**config.mk**
```make
export PLATFORM = sky130hd
export DESIGN_NAME = mock_cu_core
export DESIGN_NICKNAME = d
export VERILOG_FILES = /design/src/rtl/mock_cu_core.sv
export SDC_FILE = /design/constraint.sdc
export NUM_CORES = 1
export LEC_CHECK = 0
export ABC_AREA = 1
export BUFFER_PORTS_ARGS = -buffer_cell sky130_fd_sc_hd__buf_2
export CORE_MARGIN = 2
export CORE_UTILIZATION = 47
export DETAILED_ROUTE_END_ITERATION = 10
export PLACE_DENSITY_LB_ADDON = 0.15
export SLEW_MARGIN = 10
export SYNTH_ARGS = -nofsm -noshare
export SYNTH_HDL_FRONTEND = slang
export SYNTH_SLANG_ARGS = --single-unit
export TNS_END_PERCENT = 1
```
**constraint.sdc**
```tcl
create_clock -name clk -period 4.2 [get_ports clk]
set_input_delay 0.21 -clock clk [delete_from_list [all_inputs] [get_ports clk]]
set_output_delay 0.21 -clock clk [all_outputs]
set_load 0.01 [all_outputs]
```
**src/rtl/mock_cu_core.sv**
```systemverilog
// Mock control unit on a daisy-chained channel: it answers one device address and runs the
// select / command / status / data / ending handshake, and it passes all other traffic down the chain.
module mock_cu_core #(
  parameter logic [7:0] ADDRESS = 8'h10
) (
  input  logic        clk,
  input  logic        reset,
  // outbound bus and tags from the channel
  input  logic [7:0]  b_bus_out,
  input  logic        b_bus_out_parity,
  input  logic        b_operational_out,
  input  logic        b_hold_out,
  input  logic        b_select_out,
  input  logic        b_address_out,
  input  logic        b_command_out,
  input  logic        b_service_out,
  input  logic        b_suppress_out,
  // inbound bus and tags to the channel
  output logic [7:0]  b_bus_in,
  output logic        b_bus_in_parity,
  output logic        b_request_in,
  output logic        b_select_in,
  output logic        b_operational_in,
  output logic        b_address_in,
  output logic        b_status_in,
  output logic        b_service_in,
  // outbound bus and tags passed on to the downstream unit
  output logic [7:0]  a_bus_out,
  output logic        a_bus_out_parity,
  output logic        a_operational_out,
  output logic        a_hold_out,
  output logic        a_select_out,
  output logic        a_address_out,
  output logic        a_command_out,
  output logic        a_service_out,
  output logic        a_suppress_out,
  // inbound bus and tags from the downstream unit
  input  logic [7:0]  a_bus_in,
  input  logic        a_bus_in_parity,
  input  logic        a_request_in,
  input  logic        a_select_in,
  input  logic        a_operational_in,
  input  logic        a_address_in,
  input  logic        a_status_in,
  input  logic        a_service_in,
  // unit model controls and observation
  input  logic        mock_busy,
  input  logic [15:0] mock_limit,
  output logic [7:0]  command,
  output logic [15:0] count
);

  // state    | meaning
  // IDLE     | not selected; select is passed downstream
  // ADDR     | address answered with operational_in/address_in
  // CMD      | command byte latched, waiting for command_out to drop
  // STAT     | initial status presented
  // DATA_REQ | waits for quiet tags, then service_in for one data byte
  // DATA_ACK | byte accepted, waiting for service_out to drop
  // END_STAT | waits for quiet tags, then ending status 8'h0C
  // DISC     | operational_in dropped, waiting for the channel to go quiet
  typedef enum logic [2:0] {
    IDLE, ADDR, CMD, STAT, DATA_REQ, DATA_ACK, END_STAT, DISC
  } state_t;

  state_t      state;
  logic [7:0]  own_bus;
  logic        own_drive;
  logic        own_opl;
  logic        own_adr;
  logic        own_sta;
  logic        own_srv;
  logic        busy_q;
  logic [15:0] limit_q;
  logic        xfer_cmd;
  logic        is_read;

  assign is_read  = (command[1:0] == 2'b10);
  assign xfer_cmd = (command[1:0] == 2'b10) || (command[1:0] == 2'b01);

  // Outbound chaining; select is withheld while this unit owns the interface
  assign a_bus_out         = b_bus_out;
  assign a_bus_out_parity  = b_bus_out_parity;
  assign a_operational_out = b_operational_out;
  assign a_hold_out        = b_hold_out;
  assign a_address_out     = b_address_out;
  assign a_command_out     = b_command_out;
  assign a_service_out     = b_service_out;
  assign a_suppress_out    = b_suppress_out;
  assign a_select_out      = ((state != IDLE) ||
                              (b_address_out && (b_bus_out == ADDRESS))) ? 1'b0 : b_select_out;

  assign b_bus_in         = own_bus | a_bus_in;
  assign b_bus_in_parity  = own_drive ? ~^own_bus : a_bus_in_parity;
  assign b_request_in     = a_request_in;
  assign b_select_in      = a_select_in;
  assign b_operational_in = own_opl | a_operational_in;
  assign b_address_in     = own_adr | a_address_in;
  assign b_status_in      = own_sta | a_status_in;
  assign b_service_in     = own_srv | a_service_in;

  always_ff @(posedge clk or posedge reset) begin
    if (reset) begin
      state     <= IDLE;
      own_bus   <= 8'h00;
      own_drive <= 1'b0;
      own_opl   <= 1'b0;
      own_adr   <= 1'b0;
      own_sta   <= 1'b0;
      own_srv   <= 1'b0;
      busy_q    <= 1'b0;
      limit_q   <= 16'h0000;
      command   <= 8'h00;
      count     <= 16'h0000;
    end else if (!b_operational_out) begin
      // channel reset: drop everything, keep command/count for inspection
      state     <= IDLE;
      own_bus   <= 8'h00;
      own_drive <= 1'b0;
      own_opl   <= 1'b0;
      own_adr   <= 1'b0;
      own_sta   <= 1'b0;
      own_srv   <= 1'b0;
    end else begin
      case (state)
        IDLE: begin
          if (b_hold_out && b_select_out && b_address_out && (b_bus_out == ADDRESS)) begin
            state     <= ADDR;
            own_opl   <= 1'b1;
            own_adr   <= 1'b1;
            own_bus   <= ADDRESS;
            own_drive <= 1'b1;
          end
        end
        ADDR: begin
          if (b_command_out && !b_address_out) begin
            state     <= CMD;
            command   <= b_bus_out;
            count     <= 16'h0000;
            busy_q    <= mock_busy;
            limit_q   <= mock_limit;
            own_adr   <= 1'b0;
            own_bus   <= 8'h00;
            own_drive <= 1'b0;
          end
        end
        CMD: begin
          if (!b_command_out) begin
            state     <= STAT;
            own_sta   <= 1'b1;
            own_bus   <= busy_q ? 8'h10 : 8'h00;
            own_drive <= 1'b1;
          end
        end
        STAT: begin
          if (b_service_out || b_command_out) begin
            own_sta   <= 1'b0;
            own_bus   <= 8'h00;
            own_drive <= 1'b0;
            if (busy_q) begin
              state   <= DISC;
              own_opl <= 1'b0;
            end else if (xfer_cmd && (limit_q != 16'h0000)) begin
              state <= DATA_REQ;
            end else begin
              state <= END_STAT;
            end
          end
        end
        DATA_REQ: begin
          if (!own_srv) begin
            if (!b_service_out && !b_command_out) begin
              own_srv <= 1'b1;
              if (is_read) begin
                own_bus   <= count[7:0];
                own_drive <= 1'b1;
              end
            end
          end else if (b_service_out) begin
            own_srv   <= 1'b0;
            own_bus   <= 8'h00;
            own_drive <= 1'b0;
            if (count != 16'hFFFF) count <= count + 16'h0001;
            state     <= DATA_ACK;
          end else if (b_command_out) begin
            own_srv   <= 1'b0;
            own_bus   <= 8'h00;
            own_drive <= 1'b0;
            state     <= END_STAT;
          end
        end
        DATA_ACK: begin
          if (!b_service_out) state <= (count < limit_q) ? DATA_REQ : END_STAT;
        end
        END_STAT: begin
          if (!own_sta) begin
            if (!b_service_out && !b_command_out) begin
              own_sta   <= 1'b1;
              own_bus   <= 8'h0C;
              own_drive <= 1'b1;
            end
          end else if (b_service_out || b_command_out) begin
            own_sta   <= 1'b0;
            own_bus   <= 8'h00;
            own_drive <= 1'b0;
            own_opl   <= 1'b0;
            state     <= DISC;
          end
        end
        DISC: begin
          own_opl <= 1'b0;
          if (!b_service_out && !b_command_out && !b_select_out) state <= IDLE;
        end
        default: state <= IDLE;
      endcase
    end
  end

endmodule

```
# ---- After elaboration in Yosys (flattened, before gate mapping)
# Index checks and enable logic that the tools add are counted.
dict set report word_totals {
  ff_bits 57
  inputBits 50
}
dict set report op_classes {
  n_addsub 1
  order_cmp 1
  eq_ne 35
  n_mux 68
  bitwise 5
  n_reduce_logical 27
}
# operator count
set op_table {}
lappend op_table {{8-bit two-way mux} 12}
lappend op_table {{16-bit two-way mux} 4}
lappend op_table {{8-bit case mux with 6 select lines} 1}
lappend op_table {{3-bit two-way mux} 12}
lappend op_table {{16-bit case mux with 2 select lines} 1}
lappend op_table {{3-bit != test, second input constant} 10}
lappend op_table {{1-bit two-way mux} 29}
lappend op_table {{3-bit case mux with 8 select lines} 1}
lappend op_table {{16-bit by 1-bit adder with 16-bit output, second input constant} 1}
lappend op_table {{16-bit less-than comparator} 1}
lappend op_table {{16-bit != test, second input constant} 1}
lappend op_table {{4-bit != test, second input constant} 4}
lappend op_table {{16-bit nonzero test} 1}
lappend op_table {{3-bit == test, second input constant} 4}
lappend op_table {{6-bit AND reduction} 2}
lappend op_table {{10-bit AND reduction} 1}
lappend op_table {{3-bit AND reduction} 3}
lappend op_table {{8-bit by 5-bit == test with 1-bit output, second input constant} 1}
lappend op_table {{1-bit logical AND} 8}
lappend op_table {{2-bit != test, second input constant} 4}
lappend op_table {{8-bit bitwise OR} 1}
lappend op_table {{8-bit AND reduction} 1}
lappend op_table {{8-bit XNOR reduction} 1}
lappend op_table {{7-bit by 1-bit != test with 1-bit output, second input constant} 1}
lappend op_table {{other kinds (21)} 32}

# ---- Longest topological paths before layout
# Gate-level depths: netlist (run 1).
dict set report depth {
  word_depth 8
  ltp_mapped 14
  ltp_nobuf 14
}

# ---- Least setup slack after synthesis (run 1)
# OpenSTA, ideal clock, no wires.
dict set report synth_path {
  path_type {reg-to-reg}
  start {register count[1]}
  end {register count[7]}
  arrival_ns 1.581
  slack_ns 2.496
  path_stages_with_launch 12
  path_buffers 1
  path_cell_list {dfrtp_1 > ha_1 > nand3_1 > inv_1 > nand2_1 > o21ai_1 > nand2_2 > nand2_2 > inv_2 > buf_6 > nand2_1 > o21ai_1}
}
dict set report synth_between {
  elab_chain_len 5
  elab_cells_between_ends 8
}
# element line
set synth_rtl {}
lappend synth_rtl {{from (decl)} 50} ;# output logic [15:0] count
lappend synth_rtl {{from (signal assigned)} 183} ;# if (count != 16'hFFFF) count <= count + 16'h0001;
lappend synth_rtl {{16-bit by 1-bit adder with 16-bit output} 183}
lappend synth_rtl {{16-bit two-way mux} 183}
lappend synth_rtl {{16-bit two-way mux} 179} ;# end else if (b_service_out) begin
lappend synth_rtl {{16-bit two-way mux} 171} ;# if (!own_srv) begin
lappend synth_rtl {{16-bit case mux with 2 select lines} 125} ;# case (state)
# Several ways; a longest one is shown, not always the timed one. The select of a mux whose other input is x is not followed.
# A chain may end at the register's enable or synchronous reset.

# ---- Final worst setup path (run 1)
# Same ends and word-level chain as after synthesis.

==> flow_metrics.tcl, run 1 <==
set metrics [dict create \
    cp-endpoint "count[7]$_DFFE_PP0P_" \
    routed_via_density 5.24 \
    yosys_register_bits 57 \
    status "finished clean" \
    place_congestion 0.943 \
    worst_ep_required_time_ps 4420 \
    syn_nets 574 \
    dpl-instance-area_mm2 0.00426 \
    drive_gt1_share_pct 28.6 \
    setup_viol 0 \
    drv_cap 0 \
    syn_to_final_growth_pct 17.1 \
    finalHoldViolCount 0 \
    wl_per_cell_um 14.1 \
    fin_area_mm2 0.00450 \
    postCtsSetupRepairBufs 0 \
    r2r_slack_ps 2220 \
    via_count 3633 \
    synthSimpleGateAreaFrac_pct 28.5 \
    r2r_cells 10 \
    postCtsResizedCells 0 \
    drt_iter0_drc 318 \
    grt_pass1_wl_um 15800 \
    rows 32 \
    worst_pin_slew_ps 747 \
    cp_cell_sequence "ha_1, nand3_1, inv_1, nand2_1, o21ai_1, nand2_2, nand2_2, inv_2, nand2_1, o21ai_1" \
    core_mm2 0.00785 \
    cpPeakStageDelay_ps 460 \
    antenna_found_initial 0 \
    nets 653 \
    crit_path_end_kind "flip-flop" \
    drv_slew 0 \
    fp.dieW_um 94.5 \
    grt_max_degree 58 \
    synth_compound_area_share_pct 12.1 \
    crit_fanout 22 \
    grt.overflow.total 0 \
    ys_types 34 \
    routed_wl_um 9790 \
    path_clk_slew_ps 70 \
    clock-sinks 57 \
    cp.arrival_ps 2200 \
    finalCriticalPeriod_ps 1980 \
    h-tree-depth 3 \
    peakVddDrop_mv 0.262 \
    worstHoldPathType "input port to async pin" \
    cp-start-kind "flip-flop" \
    yosys_warnings 0 \
    clk_latency_ps 350 \
    p_leak_nw 2.32 \
    io_buffers 96 \
    synth_top_family_by_area "simple AND/OR/NAND/NOR gates" \
    synthXorXnorAreaFrac_pct 4.55 \
    finalCritPeriodShare_pct 47.2 \
    grt_pass1_vias 3362 \
    grt_util_all_layers_pct 23.0 \
    cts_buffers 9 \
    synthAdderAreaFrac_pct 5.53 \
    diodes 0 \
    path_class "flip-flop to flip-flop" \
    cts_hold_buf 0 \
    final_antenna_net_count 0 \
    cpMaxStageDelayCell "dfrtp_1" \
    clk_path_buf_depth 2 \
    maxSlewHeadroom_pct 50.0 \
    rsz0062_at_grt "no" \
    clock-root-buffer "clkbuf_8" \
    drc 0 \
    firstDrtPassIters 5 \
    io-pin-count 105 \
    synthCells 507 \
    tns_ps 0 \
    initial_utilization_pct 49.0 \
    cts_tree "done" \
    ys_seq_area_share_pct 37.1 \
    num-fill-cells 766 \
    powerDensity_mw_per_mm2 523 \
    startpoint "count[1]$_DFFE_PP0P_" \
    fp.dieH_um 94.5 \
    syn_area_mm2 0.00385 \
    synthMuxAreaShare_pct 1.46 \
    hpwl_um 7370 \
    r2r-end "count[7]$_DFFE_PP0P_" \
    fin_worst_skew_ps 10.4 \
    syn_avg_cell_area_um2 7.59 \
    r2r-start "count[1]$_DFFE_PP0P_" \
    dieArea_mm2 0.00892 \
    max_freq_mhz 505 \
]
==> critical path, delay by kind of cell (launching register included) <==
family                   cells  cell delay [ps]
AND/OR/NAND/NOR              5              610
buffers and inverters        2              290
AO/OA/AOI/OAI                2              230
adder cells (fa/ha/maj)      1              270
flip-flops                   1              460
==> worst min-delay path by stage <==
| stage | from | endpoint | cells after the start |
|---|---|---|---|
| final | reset | command[4]$_DFFE_PP0P_ | 3 |
| after global routing | mock_limit[0] | limit_q[0]$_DFFE_PP0P_ | 2 |
| after CTS | reset | command[4]$_DFFE_PP0P_ | 3 |
| after detailed placement | b_bus_out_parity | a_bus_out_parity | 0 |
| after global placement | b_bus_out_parity | a_bus_out_parity | 0 |
| after floorplan | b_bus_out[1] | command[1]$_DFFE_PP0P_ | 1 |
==> final cells by class <==
cell class | count | area [um^2] | area share, %
timing repair buffer | 98 | 495 | 11.0
inverter | 55 | 206 | 4.58
multi-input combinational | 365 | 2010 | 44.5
clock buffer | 10 | 138 | 3.06
clock inverter | 6 | 105 | 2.33
sequential | 57 | 1430 | 31.7
tap | 102 | 128 | 2.83
==> sequential cells by signal, indices dropped and copies added (netlist names) <==
register / count
command: 8
own_bus: 8
own_sta: 1
count: 16
own_srv: 1
state: 3
own_adr: 1
own_opl: 1
limit_q: 16
own_drive: 1
busy_q: 1
==> cells in the mapped netlist <==
library cell | n | area, um^2
nand2_1 | 96 | 360
nor2_1 | 62 | 233
dfrtp_1 | 57 | 1430
inv_1 | 45 | 169
a21oi_1 | 29 | 145
nand3_1 | 26 | 130
o21ai_0 | 21 | 105
buf_4 | 18 | 135
ha_1 | 17 | 213
o21ai_1 | 16 | 80.1
nor3_1 | 15 | 75.1
xor2_1 | 13 | 114
or2_2 | 12 | 75.1
inv_2 | 10 | 37.5
o21ai_2 | 9 | 78.8
nand4_1 | 8 | 50.1
nand2_2 | 7 | 43.8
xnor2_1 | 7 | 61.3
nor2_2 | 6 | 37.5
mux2_2 | 5 | 56.3
buf_2 | 4 | 20.0
clkbuf_1 | 4 | 15.0
o211ai_1 | 4 | 30.0
buf_6 | 3 | 33.8
a31oi_1 | 2 | 12.5
nand3_2 | 2 | 20.0
nand3b_1 | 2 | 15.0
a22oi_1 | 1 | 7.51
and3_1 | 1 | 6.26
buf_1 | 1 | 3.75
nand2_4 | 1 | 11.3
nand4_4 | 1 | 21.3
nor3_4 | 1 | 16.3
o31ai_1 | 1 | 7.51
==> metal layers <==
| metal | up-vias | share of wire (%) | track usage, % |
|---|---|---|---|
| met4 | 0 | 1.2 | 7.37 |
| met1 | 1689 | 45 | 30.8 |
| li1 | 1798 | - | - |
| met2 | 134 | 47 | 37.4 |
| met3 | 12 | 6.7 | 4.55 |
| met5 | - | 0 | 0 |
==> cells by family after synthesis <==
kind of cell    after synthesis
fa+ha+maj                    17
xor+xnor                     20
buf+inv                      85
mux                           5
compound gates               83
simple gates                240
flops                        57
==> where the power goes <==
part	total, W	leakage [nW]	internal [W]	switching [W]
combinational	0.000893	1.48	0.000314	0.000579
clock	0.000641	0.126	0.000407	0.000234
sequential	0.000823	0.716	0.000704	0.000120
==> through the flow <==
stage / std cells / utilization, % / worst slack, ps / total power (W) / hold slack [ps]
finish: 693 / 57.4 / 2220 / 0.00236 / 42.5
global placement: 677 / 54.3 / 2150 / 0.00170 / 420
floorplan: 507 / - / 2500 / 0.00149 / 360
CTS: 693 / 57.4 / 2260 / 0.00237 / 86.8
global route: 693 / 57.4 / 2040 / 0.00253 / 97.4
detailed placement: 677 / 54.3 / 2100 / 0.00172 / 420
==> cells in the final DEF, fill, tap and decap left out, types with 8 or more instances in the layout <==
| cell | count |
|---|---|
| o21ai_1 | 16 |
| o21ai_0 | 21 |
| or2_2 | 12 |
| dfrtp_1 | 57 |
| clkbuf_8 | 10 |
| ha_1 | 17 |
| inv_1 | 44 |
| buf_2 | 96 |
| o21ai_2 | 9 |
| xor2_1 | 13 |
| inv_2 | 11 |
| nand4_1 | 8 |
| nand3_1 | 26 |
| nor3_1 | 15 |
| a21oi_1 | 29 |
| nor2_1 | 62 |
| nand2_1 | 96 |
Note: power is estimated with default switching activity, not from simulation.
==> run 2, diff against run 1 <==
ABC_AREA = 0   (was 1)
clock period = 2 ns   (was 4.2 ns; I/O delays follow)
==> run 2 against run 1 <==
Via count rose by 0.11%. Critical path depth fell by 3. Worst hold slack got worse by 40 ps. Register-to-register slack got worse by 2200 ps. Sequential power rose by 110%. Critical path type unchanged. Largest power group unchanged. Highest routed layer unchanged.
==> flow_metrics.tcl, run 2 <==
set metrics [dict create \
    status "finished clean" \
    finalCoreUtilization_pct 65.8 \
    drv_slew 0 \
    max_freq_mhz 504 \
    syn_to_final_growth_pct 37.0 \
    clk_latency_ps 340 \
    h-tree-depth 3 \
    intPower_w 0.00329 \
    io-pin-count 105 \
    syn_nets 481 \
    synthDominantCellAreaShare_pct 39.1 \
    p_sw_w 0.00204 \
    clk_path_buf_depth 2 \
    syn_avg_cell_area_um2 8.82 \
    syn_area_mm2 0.00365 \
    wl_per_cell_um 14.8 \
    reg.largest.list "count (16), limit_q (16)" \
    grt_pass1_wl_um 16500 \
    synthCells 414 \
    yosys-top-cells-area "dfrtp_1 (39%), nand2_1 (6.4%), ha_1 (5.8%)" \
    clock-sinks 57 \
    synth_compound_area_share_pct 20.0 \
    antenna_found_initial 0 \
    ys_types 66 \
    nets 637 \
    async_reset_ff_share_pct 100 \
    synthXorXnorAreaFrac_pct 2.64 \
    setup_viol 0 \
    r2r_slack_ps 20 \
    worst_ep_required_time_ps 2210 \
    r2r_cells 7 \
    drive_gt1_share_pct 36.9 \
    dieArea_mm2 0.00849 \
    comb_power_share_pct 45.1 \
    cp.arrival_ps 2200 \
    hold_slack_ps 2.99 \
    p_total_w 0.00533 \
    synthSimpleGateAreaFrac_pct 22.9 \
    finalCritPeriodShare_pct 99.2 \
    drv_cap 0 \
    placed_cells 637 \
    multi_input_area_mm2 0.00196 \
    switching_share_pct 38.2 \
    initial_utilization_pct 48.0 \
    core_mm2 0.00761 \
    finalCriticalPeriod_ps 1980 \
    place_congestion 0.867 \
    hpwl_um 7390 \
    fp.dieH_um 92.1 \
    fp.dieW_um 92.1 \
    crit_fanout 7 \
    ys_seq_area_share_pct 39.1 \
    worst_pin_slew_ps 587 \
    firstDrtPassIters 5 \
    finalHoldViolCount 0 \
    routed_wl_um 10000 \
    rsz0062_at_grt "yes" \
    most-common-layout-cells "buf_2 (96), nand2_1 (62), buf_4 (57)" \
    yosys_register_bits 57 \
    synth_edf_count 0 \
    pwr-share-seq_pct 32.9 \
    pre_cts_ws_ps -71.2 \
    fin_worst_skew_ps 7.72 \
    synth_top_family_by_area "simple AND/OR/NAND/NOR gates" \
    holdPathStages 3 \
    routed_via_density 5.37 \
    num-fill-cells 627 \
    cts_buffers 9 \
    drt_iter0_drc 215 \
    dominantRegCellSynth "dfrtp_1" \
    cts_tree "done" \
    drc 0 \
    grt_pass1_vias 3439 \
    fin_cells 677 \
    seq_area_mm2 0.00143 \
    path_class "flip-flop to flip-flop" \
    synthMuxAreaShare_pct 1.17 \
    grt_max_degree 33 \
    crit_path_end_kind "flip-flop" \
    worstHoldPathType "input port to flip-flop" \
    synth_area_leader_cell "dfrtp_1" \
    path_clk_slew_ps 70 \
    grt_util_all_layers_pct 24.5 \
    final_antenna_net_count 0 \
    clock-root-buffer "clkbuf_8" \
    clockPowerShare_pct 22.0 \
    yosys_warnings 0 \
    synth.top_cells.by_count "nand2_1 (62), dfrtp_1 (57), o21ai_0 (29), inv_1 (25), nor2_1 (24)" \
    p_leak_nw 2.45 \
    diodes 0 \
    synthAdderAreaFrac_pct 5.83 \
    maxSlewHeadroom_pct 60.8 \
    layout_setup_ws_ps 15.5 \
    peakVddDrop_mv 0.663 \
    grt.overflow.total 0 \
    rows 32 \
    cp-start-kind "flip-flop" \
    powerDensity_mw_per_mm2 1070 \
    via_count 3637 \
    layout_commonest_cell "buf_2" \
    synth.most_common_cell "nand2_1" \
    io_buffers 96 \
]
## run 2: changes by cell type in the layout (fill, tap and decap cells not counted), sizes merged, moves of 11 or more
| cell | before | now |
|---|---|---|
| buf | 98 | 155 |
| nor2 | 68 | 25 |
| nand2 | 104 | 62 |
| inv | 55 | 25 |
| dlygate4sd3 | 0 | 22 |
| nand3 | 28 | 11 |
| nor3 | 16 | 5 |
## run 2: kinds of logic (layout without fill, tap and decap cells)
logic type | count (synthesis) | in the layout
muxes | 4 | 4
DFF | 57 | 57
adders and majority gates | 17 | 17
xor gates and xnor gates | 11 | 11
buffers and inverters | 58 | 219
AOI/OAI and AO/OA | 105 | 105
and+or+nand+nor | 162 | 162
## run 2: area by class of cell
class	instances	area share, %
Clock buffer	12	3.30
Clock inverter	4	1.00
Inverter	26	1.95
Multi-Input combinational cell	299	39.2
Sequential cell	57	28.6
Tap cell	102	2.55
Timing Repair Buffer	177	23.4
## run 2: power groups by stage
stage	Combinational, W	Sequential, W	Clock [W]
finish	0.00240	0.00176	0.00117
global route	0.00268	0.00179	0.00123
CTS	0.00233	0.00175	0.00118
detailed placement	0.00229	0.00177	0
global placement	0.00224	0.00176	0
floorplan	0.00146	0.00173	0
## run 2: timing repair
item                                    CTS  global route
gates cloned                              0             0
setup buffers                             0             3
hold buffers                             22             0
pin swaps                                 2             4
endpoints found under the setup margin    6            20
endpoints found under the hold margin    46             0
gates resized for setup                   1            11
## run 2: final timing paths
kind	start	to
setup reg to reg	state[0]$_DFFE_PP0P_	count[14]$_DFFE_PP0P_
hold / removal	b_bus_out[1]	command[1]$_DFFE_PP0P_
setup / recovery	state[0]$_DFFE_PP0P_	count[14]$_DFFE_PP0P_
hold reg to reg	command[4]$_DFFE_PP0P_	command[4]$_DFFE_PP0P_
max in group asynchronous	reset	state[0]$_DFFE_PP0P_
min in group asynchronous	reset	limit_q[13]$_DFFE_PP0P_
## run 2: critical path, cell delays in order, from the launching register on
cell	delay, ps
dfrtp_2	450
nand4b_1	200
a211oi_2	250
buf_4	170
o211ai_1	200
buf_4	210
o31ai_1	300
a21oi_2	90
## run 2: through the flow
stage,setup TNS [ps],instance area (um^2)
2_1_floorplan,-84.9,3650
3_3_place_gp,-280,4510
3_5_place_dp,-544,4510
4_1_cts,0,4940
5_1_grt,-174,5000
6_report,0,5000
## run 2: layer usage
metal	track usage (%)	vias up	share of wire [%]
li1	-	1785	-
met1	34.5	1714	46
met2	38.6	127	47
met3	4.11	11	6.1
met4	7.59	0	1.2
met5	0	-	0
